==> config.mk <==
export PLATFORM = sky130hd
export DESIGN_NAME = wb_burst_master
export DESIGN_NICKNAME = d
export VERILOG_FILES = /design/src/rtl/wb_master_pkg.sv /design/src/rtl/wb_burst_master.sv
export SDC_FILE = /design/constraint.sdc
export NUM_CORES = 1
export LEC_CHECK = 0
export BUFFER_PORTS_ARGS = -buffer_cell sky130_fd_sc_hd__buf_4
export CAP_MARGIN = 25
export CORE_ASPECT_RATIO = 1.4
export CORE_UTILIZATION = 43
export DETAILED_ROUTE_END_ITERATION = 7
export PLACE_DENSITY = 0.77
export SLEW_MARGIN = 20
export SYNTH_ARGS = -nofsm -noshare
export SYNTH_HDL_FRONTEND = slang
export SYNTH_SLANG_ARGS = --single-unit
==> constraint.sdc <==
create_clock -name sys_clk -period 3.55 [get_ports sys_clk]
set_clock_uncertainty 0.2 [all_clocks]
set_input_delay 0.8875 -clock sys_clk [delete_from_list [all_inputs] [get_ports sys_clk]]
set_output_delay 0.8875 -clock sys_clk [all_outputs]
set_load 0.02 [all_outputs]
==> src/rtl/wb_master_pkg.sv <==
// wb_master_pkg: shared types and constants for the Wishbone burst initiator.
package wb_master_pkg;

   typedef enum logic [1:0] {
      IDLE = 2'd0,
      LOAD = 2'd1,
      STB  = 2'd2,
      END  = 2'd3
   } state_t;

   localparam logic [2:0] CTI_CLASSIC = 3'b000;
   localparam logic [2:0] CTI_INCR    = 3'b010;
   localparam logic [2:0] CTI_EOB     = 3'b111;

endpackage

==> src/rtl/wb_burst_master.sv <==
// wb_burst_master: Wishbone B3 initiator turning one command into a single-CYC
// incrementing burst. Write beats stream in through wdata_*, read beats stream
// out through rdata_*.
// Optional ack watchdog: define WB_MASTER_TIMEOUT_EN (limit = TIMEOUT cycles).
module wb_burst_master
   import wb_master_pkg::*;
#(
   parameter int DW      = 32,
   parameter int AW      = 26,
   parameter int TIMEOUT = 255
) (
   input  logic            sys_clk,
   input  logic            RESET,
   input  logic            cmd_valid,
   output logic            cmd_ready,
   input  logic            cmd_we,
   input  logic [AW-1:0]   cmd_addr,
   input  logic [3:0]      cmd_len,
   input  logic [DW/8-1:0] cmd_sel,
   input  logic            wdata_valid,
   output logic            wdata_ready,
   input  logic [DW-1:0]   wdata,
   output logic            rdata_valid,
   output logic [DW-1:0]   rdata,
   output logic            rdata_last,
   output logic            done,
   output logic            wb_cyc_o,
   output logic            wb_stb_o,
   output logic            wb_we_o,
   output logic [AW-1:0]   wb_addr_o,
   output logic [DW-1:0]   wb_dat_o,
   output logic [DW/8-1:0] wb_sel_o,
   output logic [2:0]      wb_cti_o,
   input  logic            wb_ack_i,
   input  logic [DW-1:0]   wb_dat_i,
   output logic            err
);

   localparam int BYTES = DW / 8;

   state_t           state, state_nxt;
   logic             we_r, multi_r;
   logic [AW-1:0]    addr_r;
   logic [BYTES-1:0] sel_r;
   logic [DW-1:0]    dat_r, rdata_r;
   logic [4:0]       beats_left;
   logic             rdata_valid_r, rdata_last_r;
   logic             accept, beat, last_beat, tmo_hit;

   assign accept    = (state == IDLE) && cmd_valid;
   assign beat      = (state == STB) && wb_ack_i;
   assign last_beat = (beats_left == 5'd1);

`ifdef WB_MASTER_TIMEOUT_EN
   localparam int CW = $clog2(TIMEOUT + 1);
   logic [CW-1:0] tmo_cnt;
   logic          err_r;

   assign tmo_hit = (state == STB) && !wb_ack_i && (tmo_cnt == CW'(TIMEOUT - 1));

   // Ack watchdog: zero outside STB (so it starts at 0 on entry) and on every ack.
   always_ff @(posedge sys_clk or posedge RESET) begin
      if (RESET)                       tmo_cnt <= '0;
      else if (beat || state != STB)   tmo_cnt <= '0;
      else                             tmo_cnt <= tmo_cnt + 1'b1;
   end

   // One-cycle err pulse in the cycle after the watchdog fires.
   always_ff @(posedge sys_clk or posedge RESET) begin
      if (RESET) err_r <= 1'b0;
      else       err_r <= tmo_hit;
   end

   assign err = err_r;
`else
   assign tmo_hit = 1'b0;
   assign err     = 1'b0;
`endif

   // State register; reset clears it asynchronously so cyc/stb drop at once.
   // NOTE: sequential state uses non-blocking (<=) so every flop samples pre-edge values.
   always_ff @(posedge sys_clk or posedge RESET) begin
      if (RESET) state <= IDLE;
      else       state <= state_nxt;
   end

   // Next-state logic.
   // NOTE: the default assignment first keeps this purely combinational (no latch).
   always_comb begin
      state_nxt = state;
      unique case (state)
         IDLE: if (accept)      state_nxt = cmd_we ? LOAD : STB;
         LOAD: if (wdata_valid) state_nxt = STB;
         STB: begin
            if (tmo_hit)        state_nxt = IDLE;
            else if (beat)      state_nxt = last_beat ? END : (we_r ? LOAD : STB);
         end
         END:                   state_nxt = IDLE;
         default:               state_nxt = IDLE;
      endcase
   end

   // Bus-facing outputs decoded from the current state.
   always_comb begin
      cmd_ready   = (state == IDLE);
      wb_cyc_o    = (state == LOAD) || (state == STB);
      wb_stb_o    = (state == STB);
      wb_we_o     = we_r && wb_cyc_o;
      wdata_ready = (state == LOAD) && wdata_valid;
      done        = (state == END);
      wb_cti_o    = CTI_CLASSIC;
      if (wb_cyc_o && multi_r) wb_cti_o = last_beat ? CTI_EOB : CTI_INCR;
   end

   // Command latch, address/beat counters and write data holding register.
   always_ff @(posedge sys_clk or posedge RESET) begin
      if (RESET) begin
         we_r       <= 1'b0;
         multi_r    <= 1'b0;
         addr_r     <= '0;
         sel_r      <= '0;
         beats_left <= '0;
         dat_r      <= '0;
      end else begin
         if (accept) begin
            we_r       <= cmd_we;
            multi_r    <= (cmd_len != 4'd0);
            addr_r     <= cmd_addr;
            sel_r      <= cmd_sel;
            beats_left <= {1'b0, cmd_len} + 5'd1;
         end
         if ((state == LOAD) && wdata_valid) dat_r <= wdata;
         if (beat) begin
            addr_r     <= addr_r + AW'(BYTES);
            beats_left <= beats_left - 5'd1;
         end
      end
   end

   // Read return path: one registered beat per read ack, no backpressure.
   always_ff @(posedge sys_clk or posedge RESET) begin
      if (RESET) begin
         rdata_valid_r <= 1'b0;
         rdata_last_r  <= 1'b0;
         rdata_r       <= '0;
      end else begin
         rdata_valid_r <= beat && !we_r;
         rdata_last_r  <= beat && !we_r && last_beat;
         if (beat && !we_r) rdata_r <= wb_dat_i;
      end
   end

   assign wb_addr_o   = addr_r;
   assign wb_dat_o    = dat_r;
   assign wb_sel_o    = sel_r;
   assign rdata       = rdata_r;
   assign rdata_valid = rdata_valid_r;
   assign rdata_last  = rdata_last_r;

endmodule

# Word level (Yosys, flattened, before mapping)
# Cells that the tools add are included.
classes:
  n_mux: 13
  addsub: 3
  eq_ne: 7
  div: 0
  n_reduce_logical: 13
  n_mul: 0
  shifts: 0
  magnitude_cmp: 0
  bitwise: 0
op_table:
  columns: ["operator", "count"]
  rows:
  - ["$mux W26", 2]
  - ["$add A26 B3 Y26 const B", 1]
  - ["$mux W2", 6]
  - ["$mux W5", 2]
  - ["$pmux W2 S4", 1]
  - ["$logic_and A1 B1 Y1", 7]
  - ["$mux W3", 2]
  - ["$add A4 B1 Y5 const B", 1]
  - ["$eq A5 B1 Y1 const B", 1]
  - ["$sub A5 B1 Y5 const B", 1]
  - ["$eq A2 B2 Y1 const B", 2]
  - ["$ne A2 B1 Y1 const B", 2]
  - ["$reduce_bool A4 Y1", 1]
  - ["$reduce_and A3 Y1", 1]
  - ["$eq A2 B1 Y1 const B", 1]
  - ["$logic_not A2 Y1", 1]
  - ["$ne A2 B2 Y1 const B", 1]
  - ["$reduce_bool A2 Y1", 1]
  - ["$logic_not A1 Y1", 1]
  - ["$logic_or A1 B1 Y1", 1]
totals:
  input_bits: 104
  wordCells: 46
  rom_bits: 0
  reg_bits: 105
  n_memories: 0
  output_inout_bits: 106
  ram_bits: 0
  latchBits: 0

# Longest topological paths before layout
# Gate-level depths: netlist of the first run.
depth:
  depth_word: 4
  mapped_depth: 8
  depth_no_buf: 6

# Worst setup path before layout of the first run
# Ideal clock, no wire load.
synth_timing:
  path_type: "reg-to-output"
  from: "register state[0]"
  to: "output port wb_cti_o[2]"
  setup_slack_ns: 0.871
  required_ns: 2.463
  arrival_ns: 1.592
  path_buffers: 1
  stages_incl_launch_ff: 6
  cell_sequence: "dfrtp_1 inv_1 ha_1 and2_1 and2_1 buf_4"
synth_between:
  elab_chain_len: 4
  word_cells_on_any_way: 5
  classes_between: "eq/ne: 2; mux: 1; reduce/logical: 2"
synth_lines:
  columns: ["item", "line_no", "rtl"]
  rows:
  - ["start: declaration", "wb_burst_master.sv:41", "state_t state, state_nxt;"]
  - ["start signal: assignment", "wb_burst_master.sv:84", "else state <= state_nxt;"]
  - ["$eq A2 B1 Y1 / $eq A2 B2 Y1 (equally long branches)", "wb_burst_master.sv:106", "wb_cyc_o = (state == LOAD) || (state == STB);"]
  - ["$logic_or A1 B1 Y1 *", "wb_burst_master.sv:106", null]
  - ["net wb_cyc_o", "wb_burst_master.sv:27", "output logic wb_cyc_o,"]
  - ["$logic_and A1 B1 Y1 *", "wb_burst_master.sv:112", "if (wb_cyc_o && multi_r) wb_cti_o = last_beat ? CTI_EOB : CTI_INCR;"]
  - ["$mux W3 *", "wb_burst_master.sv:112", null]
  - ["end: declaration", "wb_burst_master.sv:33", "output logic [2:0] wb_cti_o,"]
# The timed path passes the listed nets; every way through them passes the cells marked *.

# Final worst setup path of the first run
layout_timing:
  from: "register beats_left[1]"
  to: "output port wb_cti_o[0]"
layout_between:
  elab_chain_len: 3
layout_lines:
  columns: ["item", "line_no", "rtl"]
  rows:
  - ["start: declaration", "wb_burst_master.sv:46", "logic [4:0] beats_left;"]
  - ["start signal: assignment", "wb_burst_master.sv:130", "beats_left <= {1'b0, cmd_len} + 5'd1;"]
  - ["start signal: assignment", "wb_burst_master.sv:135", "beats_left <= beats_left - 5'd1;"]
  - ["$eq A5 B1 Y1", "wb_burst_master.sv:52", "assign last_beat = (beats_left == 5'd1);"]
  - ["$mux W3 (2 in series)", "wb_burst_master.sv:112", null]
# Every way passes these cells.

==> results.json, run 1 <==
{
  "yosys_warnings": 0,
  "wire_per_inst_um": 17.2,
  "chipHeight_um": 126,
  "drt_drc_violations_left": 0,
  "clock-root-buffer": "sky130_fd_sc_hd__clkbuf_16",
  "placementRows": 45,
  "mostFrequentLayoutCell": "sky130_fd_sc_hd__buf_4",
  "totalNegativeSetupSlack_ps": 0,
  "synthSimpleGateAreaFrac_pct": 11.8,
  "cts_post_setup_buffers_inserted": 0,
  "final.period_utilization_pct": 84.8,
  "post_synthesis_share_of_cell_area_spent_on_full_adders_half_adders_and_majority_gates_pct": 2.63,
  "ys_async_sr_fraction_pct": 100,
  "synth_mux_area_share_pct": 17.4,
  "post_synthesis_compound_gate_area_fraction_pct": 9.61,
  "maxCapViolations": 0,
  "diodes": 0,
  "slew_viol_final": 0,
  "largest_family_of_logic_cells_by_synthesized_area": "multiplexers",
  "postSynthCellCount": 399,
  "cts_num_sinks": 105,
  "postSynth.topFlopCell": "sky130_fd_sc_hd__dfrtp_1",
  "via_per_inst": 5.38,
  "holdBufCountCts": 0,
  "run_status": "completed",
  "hold-worst-slack_ps": 281,
  "mostFrequentLayoutCells": "sky130_fd_sc_hd__buf_4 (216), sky130_fd_sc_hd__dfrtp_1 (105), sky130_fd_sc_hd__mux2_2 (69)",
  "drtPass1Iterations": 4,
  "via_count_of_the_first_global_routing_pass": 4237,
  "grt_overflow": 0,
  "final_antenna_net_count": 0,
  "post-layout-total-power_mw": 6.40,
  "finalCoreUtilization_pct": 62.8,
  "reg2reg_depth": 6,
  "worstPathRequired_ps": 2460,
  "start_util_pct": 44.0,
  "p_leak_nw": 3.26,
  "path_clk_slew_ps": 70,
  "slew-limit-headroom_pct": 51.3,
  "drive_above_1_share_pct": 50.6,
  "finalNetCount": 724,
  "power.density_nw_per_um2": 944,
  "worst_setup_path_endpoint": "wb_cti_o[0]",
  "dp.final_hpwl_mm": 9.92,
  "timing.final.crit_period_ps": 3010,
  "grt_first_pass_wirelength_mm": 20.8,
  "path_class": "reg2out",
  "tritoncts_clock_tree": "done",
  "postSynthNetCount": 513,
  "number_of_clock_buffers_inserted_by_tritoncts": 9,
  "post_cts.resized_instances": 0,
  "ios": 210,
  "timing.final.setup_violations": 0,
  "maximum_number_of_pins_on_one_net_before_global_route_repair": 49,
  "critical_path.max_fanout": 4,
  "ctsLongestPathBuffers": 2,
  "core_region_area_um2": 10800,
  "ffs_latches_synth": 105,
  "drt_first_iter_violations": 138,
  "fp.dieArea_um2": 11500,
  "fillerInstances": 887,
  "r2r-start": "state[0]$_DFFE_PP0P_",
  "synth.lib_cells_used.distinct": 53,
  "dieWidth_um": 90.9,
  "dpl.cell_count": 740,
  "grt_antenna_before_repair": 0,
  "synth.avg_cell_area_um2": 11.9,
  "timing_worst_slew_pin_value_ps": 731,
  "number_of_enable_flip_flop_cells_after_synthesis": 0,
  "area_delta_synth_final_pct": 42.7,
  "vdd.ir_drop.worst_mv": 0.567,
  "groute.usage.overall_pct": 22.9,
  "hold_viol": 0,
  "yosysSeqAreaShare_pct": 55.3,
  "postRouteWirelength_mm": 13.0,
  "cp-startpoint": "beats_left[1]$_DFFE_PP0P_",
  "critical_path.endpoint_type": "primary output",
  "clk-insertion-delay-late_ps": 340,
  "vias": 4071,
  "instances_no_fill": 756,
  "worstPathArrival_ps": 1920,
  "placement.io_buffers": 208,
  "r2r_setup_slack_ps": 1020,
  "h-tree-depth": 3,
  "share_of_the_synthesized_netlist_area_taken_by_xor_and_xnor_gates_pct": 0.553,
  "rsz0062_at_grt": "false",
  "highest_clock_rate_mhz": 332,
  "syn_area_um2": 4750,
  "routabilityCongestion": 0.884,
  "worstReg2RegEnd": "wb_addr_o[19]$_DFFE_PP0P_",
  "class_of_the_tightest_hold_or_removal_check": "reg2reg",
  "timing.critical_path.from_type": "register"
}
logic make-up (layout without fill, tap and decap cells):
logic type,Yosys count,count (layout)
fa+ha+maj,10,10
mux,74,74
buf+inv,31,247
other cells,1,1
xor+xnor,3,3
flops,105,105
compound gates,66,66
simple gates,109,109
layer usage:
layer  routed length, um  up-vias  track usage (%)
met5                   0        -                0
li1                    -     1864                -
met1                4800     2003             25.2
met3                1130       18             7.61
met2                6860      186             41.3
met4                 218        0             7.75
cell usage after synthesis, drive strengths merged, types with 2 or more instances:
cell type / count / area, um^2
dfrtp: 105 / 2630
mux2: 69 / 777
nand2: 30 / 115
nor2: 25 / 93.8
inv: 14 / 52.6
o21ai: 12 / 60.1
a21oi: 11 / 55.1
nand3: 11 / 60.1
and3: 10 / 62.6
ha: 10 / 125
buf: 9 / 45.0
clkbuf: 8 / 31.3
nor3: 8 / 40.0
a211oi: 7 / 52.6
a311oi: 6 / 52.6
o22ai: 6 / 37.5
mux2i: 5 / 50.1
nor4: 5 / 46.3
and2: 4 / 25.0
nand4: 4 / 25.0
a22oi: 3 / 22.5
o311ai: 3 / 26.3
or4: 3 / 26.3
xor2: 3 / 26.3
a21o: 2 / 15.0
and4: 2 / 17.5
nand2b: 2 / 12.5
o21a: 2 / 15.0
o21bai: 2 / 15.0
o221ai: 2 / 17.5
power by group:
part / leakage [nW] / switching (mW) / internal, mW
Clock: 0.137 / 0.446 / 0.501
Combinational: 1.89 / 1.72 / 1.49
Sequential: 1.24 / 0.463 / 1.78
Total: 3.26 / 2.63 / 3.77
flip-flops by register name (all words and copies together), names as in the netlist:
register,cells
wb_dat_o,32
wb_sel_o,4
rdata_valid,1
we_r,1
rdata_last,1
beats_left,5
wb_addr_o,26
state,2
multi_r,1
rdata,32
critical path: stages (launching register included):
cell and delay, ps:
sky130_fd_sc_hd__dfrtp_1 390, sky130_fd_sc_hd__inv_1 90, sky130_fd_sc_hd__ha_1 140, sky130_fd_sc_hd__nor4b_1 510, sky130_fd_sc_hd__and2_1 280, sky130_fd_sc_hd__buf_4 160
metrics by stage:
step / cell area [um^2] / setup WS (ps)
CTS: 6780 / 511
detailed placement: 6500 / 902
finish: 6780 / 539
global route: 6780 / 376
floorplan: 4760 / 871
global placement: 6500 / 942
worst min path at each step:
stage | from | endpoint | slack [ps] | depth (start not counted)
6_report | wb_addr_o[1]$_DFFE_PP0P_ | wb_addr_o[1]$_DFFE_PP0P_ | 280 | 2
5_1_grt | wb_addr_o[1]$_DFFE_PP0P_ | wb_addr_o[1]$_DFFE_PP0P_ | 310 | 2
4_1_cts | wb_addr_o[1]$_DFFE_PP0P_ | wb_addr_o[1]$_DFFE_PP0P_ | 280 | 2
3_5_place_dp | wb_addr_o[1]$_DFFE_PP0P_ | wb_addr_o[1]$_DFFE_PP0P_ | 270 | 2
3_3_place_gp | wb_addr_o[1]$_DFFE_PP0P_ | wb_addr_o[1]$_DFFE_PP0P_ | 260 | 2
2_1_floorplan | multi_r$_DFFE_PP0P_ | multi_r$_DFFE_PP0P_ | 280 | 2
area by class of cell:
type	count	area [um^2]	share of cell area, %
clock inverter	5	38.8	0.572
timing repair buffer	217	1640	24.2
multi-input combinational	263	2000	29.5
tap	141	176	2.60
clock buffer	11	243	3.58
sequential	105	2630	38.7
inverter	14	56.3	0.830
No activity file was read; power rests on OpenSTA's default activity.
==> run 2: changes to the inputs <==
Settings changed: CORE_UTILIZATION 43 to 47, PLACE_DENSITY 0.77 to 0.8.
Clock period 3.55 ns to 3.15 ns, I/O delays scaled along.
==> run 2 against run 1 <==
Die area fell by 8.4%; routed wire length is 4.5% lower; utilization is 6.1 points higher; clock-buffer cell count is 1 lower; critical path type unchanged; highest routed layer unchanged; worst hold slack gained 2.4 ps; largest cell class unchanged; sequential power rose by 12%.
==> results.json, run 2 (same netlist as run 1, synthesis figures left out) <==
{
  "tritoncts_clock_tree": "done",
  "cts_num_sinks": 105,
  "hold-worst-slack_ps": 284,
  "critical_path.endpoint_type": "primary output",
  "worstReg2RegEnd": "wb_addr_o[22]$_DFFE_PP0P_",
  "fillerInstances": 755,
  "path_class": "reg2out",
  "path_clk_slew_ps": 70,
  "maxCapViolations": 0,
  "core_region_area_um2": 9850,
  "vias": 4049,
  "cp_num_buf_inv": 2,
  "hold_viol": 0,
  "cts_post_setup_buffers_inserted": 0,
  "post-layout-total-power_mw": 7.26,
  "grt_antenna_before_repair": 0,
  "run_status": "completed",
  "drt_drc_violations_left": 0,
  "critPathSlowestCell": "sky130_fd_sc_hd__nor4b_1",
  "worstPathArrival_ps": 1920,
  "dp.final_hpwl_mm": 9.40,
  "area_delta_synth_final_pct": 42.6,
  "slew_viol_final": 0,
  "whs_path_depth": 2,
  "start_util_pct": 48.3,
  "final_antenna_net_count": 0,
  "drtPass1Iterations": 4,
  "postRouteWirelength_mm": 12.4,
  "hold_path_startpoint": "wb_addr_o[0]$_DFFE_PP0P_",
  "placementRows": 43,
  "grt_overflow": 0,
  "final.period_utilization_pct": 92.3,
  "timing.final.crit_period_ps": 2910,
  "mostFrequentLayoutCell": "sky130_fd_sc_hd__buf_4",
  "vdd.ir_drop.worst_mv": 0.584,
  "critical_path.max_fanout": 4,
  "routabilityCongestion": 0.854,
  "slew-limit-headroom_pct": 50.2,
  "finalNetCount": 724,
  "power.density_nw_per_um2": 1070,
  "highest_clock_rate_mhz": 344,
  "mostFrequentLayoutCells": "sky130_fd_sc_hd__buf_4 (217), sky130_fd_sc_hd__dfrtp_1 (105), sky130_fd_sc_hd__mux2_2 (69)",
  "chipHeight_um": 121,
  "drive_above_1_share_pct": 50.4,
  "rsz0062_at_grt": "false",
  "number_of_clock_buffers_inserted_by_tritoncts": 9,
  "r2r-start": "state[0]$_DFFE_PP0P_",
  "class_of_the_tightest_hold_or_removal_check": "reg2reg",
  "p_leak_nw": 3.27,
  "ctsLongestPathBuffers": 2,
  "reg2reg_depth": 6,
  "totalNegativeSetupSlack_ps": 0,
  "worstPathRequired_ps": 2160,
  "wire_per_inst_um": 16.6,
  "via_count_of_the_first_global_routing_pass": 4071,
  "sequential_cell_area_um2": 2630,
  "r2r_setup_slack_ps": 590,
  "multi_input_gate_area_um2": 2000,
  "placement.cell_area_um2": 6480,
  "timing.critical_path.from_type": "register",
  "layout.cell_area.non_filler_um2": 6780,
  "diodes": 0,
  "post_cts.resized_instances": 0,
  "groute.usage.overall_pct": 23.9,
  "holdBufCountCts": 0,
  "drt_first_iter_violations": 179,
  "h-tree-depth": 3,
  "cp_cell_sequence": "inv_1 > ha_1 > nor4b_1 > and2_1 > buf_4",
  "worst_hold_path.endpoint": "wb_addr_o[0]$_DFFE_PP0P_",
  "placement.io_buffers": 208,
  "dieWidth_um": 87.0,
  "maximum_number_of_pins_on_one_net_before_global_route_repair": 60,
  "finalCoreUtilization_pct": 68.9,
  "clock-root-buffer": "sky130_fd_sc_hd__clkbuf_16",
  "cp_top_family": "simple AND/OR/NAND/NOR gates",
  "ios": 210,
  "clk-insertion-delay-late_ps": 330,
  "timing_worst_slew_pin_value_ps": 747,
  "fp.dieArea_um2": 10500,
  "cpPeakStageDelay_ps": 520,
  "via_per_inst": 5.41,
  "timing.final.setup_violations": 0,
  "grt_first_pass_wirelength_mm": 19.2
}
==> run 2: changes by cell type in the layout (fill, tap and decap cells not counted) <==
| cell | change |
|---|---|
| sky130_fd_sc_hd__buf_12 | -1 |
| sky130_fd_sc_hd__clkbuf_8 | -1 |
| sky130_fd_sc_hd__clkinvlp_4 | -1 |
| sky130_fd_sc_hd__buf_4 | +1 |
| sky130_fd_sc_hd__bufinv_16 | +2 |
| sky130_fd_sc_hd__clkinv_2 | +1 |
| sky130_fd_sc_hd__clkinv_4 | -1 |
| sky130_fd_sc_hd__inv_6 | -2 |
==> run 2: area by class of cell <==
class                      instances  share of cell area, %
clock buffer                      10                   3.38
clock inverter                     4                   1.03
inverter                          14                  0.830
multi-input combinational        263                   29.5
sequential                       105                   38.7
tap                              135                   2.49
timing repair buffer             217                   24.0
==> run 2: tightest hold or removal path: stages (launching register included) <==
cell,delay (ps)
sky130_fd_sc_hd__dfrtp_1,340
sky130_fd_sc_hd__nand2_1,50
sky130_fd_sc_hd__nand2_1,60
==> run 2: how the worst max path moves through the flow <==
stage / endpoint / cells past startpoint / from
3_5_place_dp: wb_cti_o[0] / 5 / beats_left[1]$_DFFE_PP0P_
2_1_floorplan: wb_cti_o[2] / 5 / state[0]$_DFFE_PP0P_
5_1_grt: wb_cti_o[0] / 5 / beats_left[1]$_DFFE_PP0P_
3_3_place_gp: wb_cti_o[0] / 5 / beats_left[1]$_DFFE_PP0P_
4_1_cts: wb_cti_o[0] / 5 / beats_left[1]$_DFFE_PP0P_
6_report: wb_cti_o[0] / 5 / beats_left[1]$_DFFE_PP0P_
==> run 2: power breakdown <==
group	leakage, nW	internal [mW]	switching, mW	total [mW]
clock network	0.148	0.685	0.458	1.14
logic	1.88	1.68	1.92	3.60
registers	1.24	2.01	0.513	2.52
==> run 2: stage by stage <==
| stage | cells | setup WS [ps] |
|---|---|---|
| floorplan | 399 | 571 |
| global placement | 734 | 640 |
| detailed placement | 734 | 579 |
| CTS | 748 | 197 |
| global route | 748 | 69.8 |
| finish | 748 | 244 |
==> run 2: metal layers <==
layer  GRT usage [%]  vias up  share of wire (%)
met5               0        -                  0
met2            41.6      178                 53
met1            26.3     1980                 37
met3            7.07       23                8.5
met4            10.9        0                2.2
li1                -     1868                  -
==> run 3: changes to the inputs <==
Settings changed: PLACE_DENSITY 0.8 to default, PLACE_DENSITY_LB_ADDON from default to 0.2, RECOVER_POWER from default to 50.
==> run 3 against run 2 <==
Sequential share of layout area rose by 0.83 points; clock-buffer cell count unchanged; utilization shrank 1.4 points; worst hold slack got worse by 8.9 ps; via count grew 0.12%; worst setup slack hardly changed; highest routed layer unchanged; non-clock buffer count rose by 1; cell count increased by 0.27%.
==> results.json, run 3 (same netlist as run 1, synthesis figures left out) <==
{
  "run_status": "completed",
  "grt_antenna_before_repair": 0,
  "dieWidth_um": 87.0,
  "slew_viol_final": 0,
  "finalNetCount": 725,
  "core_region_area_um2": 9850,
  "maximum_number_of_pins_on_one_net_before_global_route_repair": 54,
  "hold_viol": 0,
  "wire_per_inst_um": 17.0,
  "class_of_the_tightest_hold_or_removal_check": "reg2reg",
  "ios": 210,
  "power.density_nw_per_um2": 1080,
  "instances_no_fill": 750,
  "worstPathRequired_ps": 2160,
  "dp.final_hpwl_mm": 9.67,
  "placementRows": 43,
  "met1_usage_pct": 27.7,
  "mostFrequentLayoutCells": "sky130_fd_sc_hd__buf_4 (164), sky130_fd_sc_hd__dfrtp_1 (105), sky130_fd_sc_hd__mux2_2 (69)",
  "number_of_clock_buffers_inserted_by_tritoncts": 9,
  "drtPass1Iterations": 4,
  "postRouteWirelength_mm": 12.8,
  "timing.critical_path.from_type": "register",
  "clock-root-buffer": "sky130_fd_sc_hd__clkbuf_16",
  "groute.usage.overall_pct": 25.1,
  "area_delta_synth_final_pct": 39.6,
  "tritoncts_clock_tree": "done",
  "vdd.ir_drop.worst_mv": 0.542,
  "busiest_layer": "met2",
  "cts_post_setup_buffers_inserted": 0,
  "placement.io_buffers": 208,
  "drive_above_1_share_pct": 42.3,
  "worstPathArrival_ps": 1920,
  "met3_usage_pct": 6.39,
  "cts_num_sinks": 105,
  "timing_worst_slew_pin_value_ps": 1270,
  "maxCapViolations": 0,
  "gr-usage-met2_pct": 45.0,
  "holdBufCountCts": 0,
  "timing.final.crit_period_ps": 2910,
  "drt_drc_violations_left": 0,
  "post_cts.resized_instances": 0,
  "path_class": "reg2out",
  "h-tree-depth": 3,
  "slew-limit-headroom_pct": 14.8,
  "final.period_utilization_pct": 92.2,
  "via_per_inst": 5.41,
  "totalNegativeSetupSlack_ps": 0,
  "clk-insertion-delay-late_ps": 350,
  "finalCoreUtilization_pct": 67.4,
  "vias": 4054,
  "dpl.cell_count": 735,
  "start_util_pct": 48.3,
  "critical_path.max_fanout": 4,
  "critical_path.endpoint_type": "primary output",
  "highest_clock_rate_mhz": 344,
  "via_count_of_the_first_global_routing_pass": 4154,
  "p_leak_nw": 3.10,
  "timing.final.setup_violations": 0,
  "final_antenna_net_count": 0,
  "chipHeight_um": 121,
  "diodes": 0,
  "path_clk_slew_ps": 70,
  "ctsLongestPathBuffers": 2,
  "mostFrequentLayoutCell": "sky130_fd_sc_hd__buf_4",
  "rsz0062_at_grt": "false",
  "grt_first_pass_wirelength_mm": 20.2,
  "post-layout-total-power_mw": 7.14,
  "drt_first_iter_violations": 184,
  "fp.dieArea_um2": 10500,
  "grt_overflow": 0,
  "routabilityCongestion": 0.858
}
[run 3: cell count changes in the layout (fill, tap and decap cells not counted)]
cell	before	now
sky130_fd_sc_hd__buf_4	217	164
sky130_fd_sc_hd__clkbuf_1	1	52
sky130_fd_sc_hd__clkinvlp_4	1	0
sky130_fd_sc_hd__clkbuf_2	0	1
sky130_fd_sc_hd__inv_6	0	1
sky130_fd_sc_hd__and2_1	4	3
sky130_fd_sc_hd__clkinvlp_2	0	1
sky130_fd_sc_hd__buf_12	0	1
sky130_fd_sc_hd__and2_0	0	1
sky130_fd_sc_hd__clkbuf_4	0	1
sky130_fd_sc_hd__bufinv_16	2	3
sky130_fd_sc_hd__clkinv_2	2	1
[run 3: power breakdown]
group / internal, mW / switching [mW] / total [mW] / leakage, nW
sequential: 2.01 / 0.506 / 2.51 / 1.24
clock: 0.775 / 0.494 / 1.27 / 0.163
combinational: 1.41 / 1.94 / 3.36 / 1.70
total: 4.20 / 2.94 / 7.14 / 3.10
[run 3: cell type report]
cell class / instances / area, um^2
Inverter: 14 / 53.8
Fill cell: 826 / 3210
Timing Repair Buffer: 218 / 1460
Multi-Input combinational cell: 263 / 2000
Clock inverter: 5 / 104
Tap cell: 135 / 169
Clock buffer: 10 / 229
Sequential cell: 105 / 2630
[run 3: per-stage QoR]
| step | area, um^2 | hold slack, ps | setup WS [ps] |
|---|---|---|---|
| floorplan | 4760 | 284 | 571 |
| global placement | 6500 | 263 | 646 |
| detailed placement | 6500 | 263 | 637 |
| CTS | 6840 | 282 | 249 |
| global route | 6640 | 315 | 151 |
| finish | 6640 | 275 | 244 |
[run 3: path summary, 6_finish.rpt]
path                                                start                       end  slack (ps)  cells past startpoint
worst max-delay path            beats_left[1]$_DFFE_PP0P_               wb_cti_o[0]         240                      5
worst min-delay path             wb_addr_o[1]$_DFFE_PP0P_  wb_addr_o[1]$_DFFE_PP0P_         270                      2
worst max register to register       state[0]$_DFFE_PP0P_      rdata[3]$_DFFE_PP0P_         680                      7
worst min register to register   wb_addr_o[1]$_DFFE_PP0P_  wb_addr_o[1]$_DFFE_PP0P_         270                      2
max in group asynchronous                           RESET  wb_dat_o[28]$_DFFE_PP0P_        1040                      3
min in group asynchronous                           RESET     rdata[14]$_DFFE_PP0P_         520                      2
[run 3: routing by layer]
metal / vias up / wire length, um
met4: 0 / 371
met2: 183 / 6830
met3: 28 / 950
met5: - / 0
met1: 1977 / 4620
li1: 1866 / -
[run 3: critical path, cell delays in order, from the launching register on]
cell,delay [ps]
sky130_fd_sc_hd__dfrtp_1,400
sky130_fd_sc_hd__inv_1,90
sky130_fd_sc_hd__ha_1,150
sky130_fd_sc_hd__nor4b_1,490
sky130_fd_sc_hd__and2_1,280
sky130_fd_sc_hd__buf_4,160
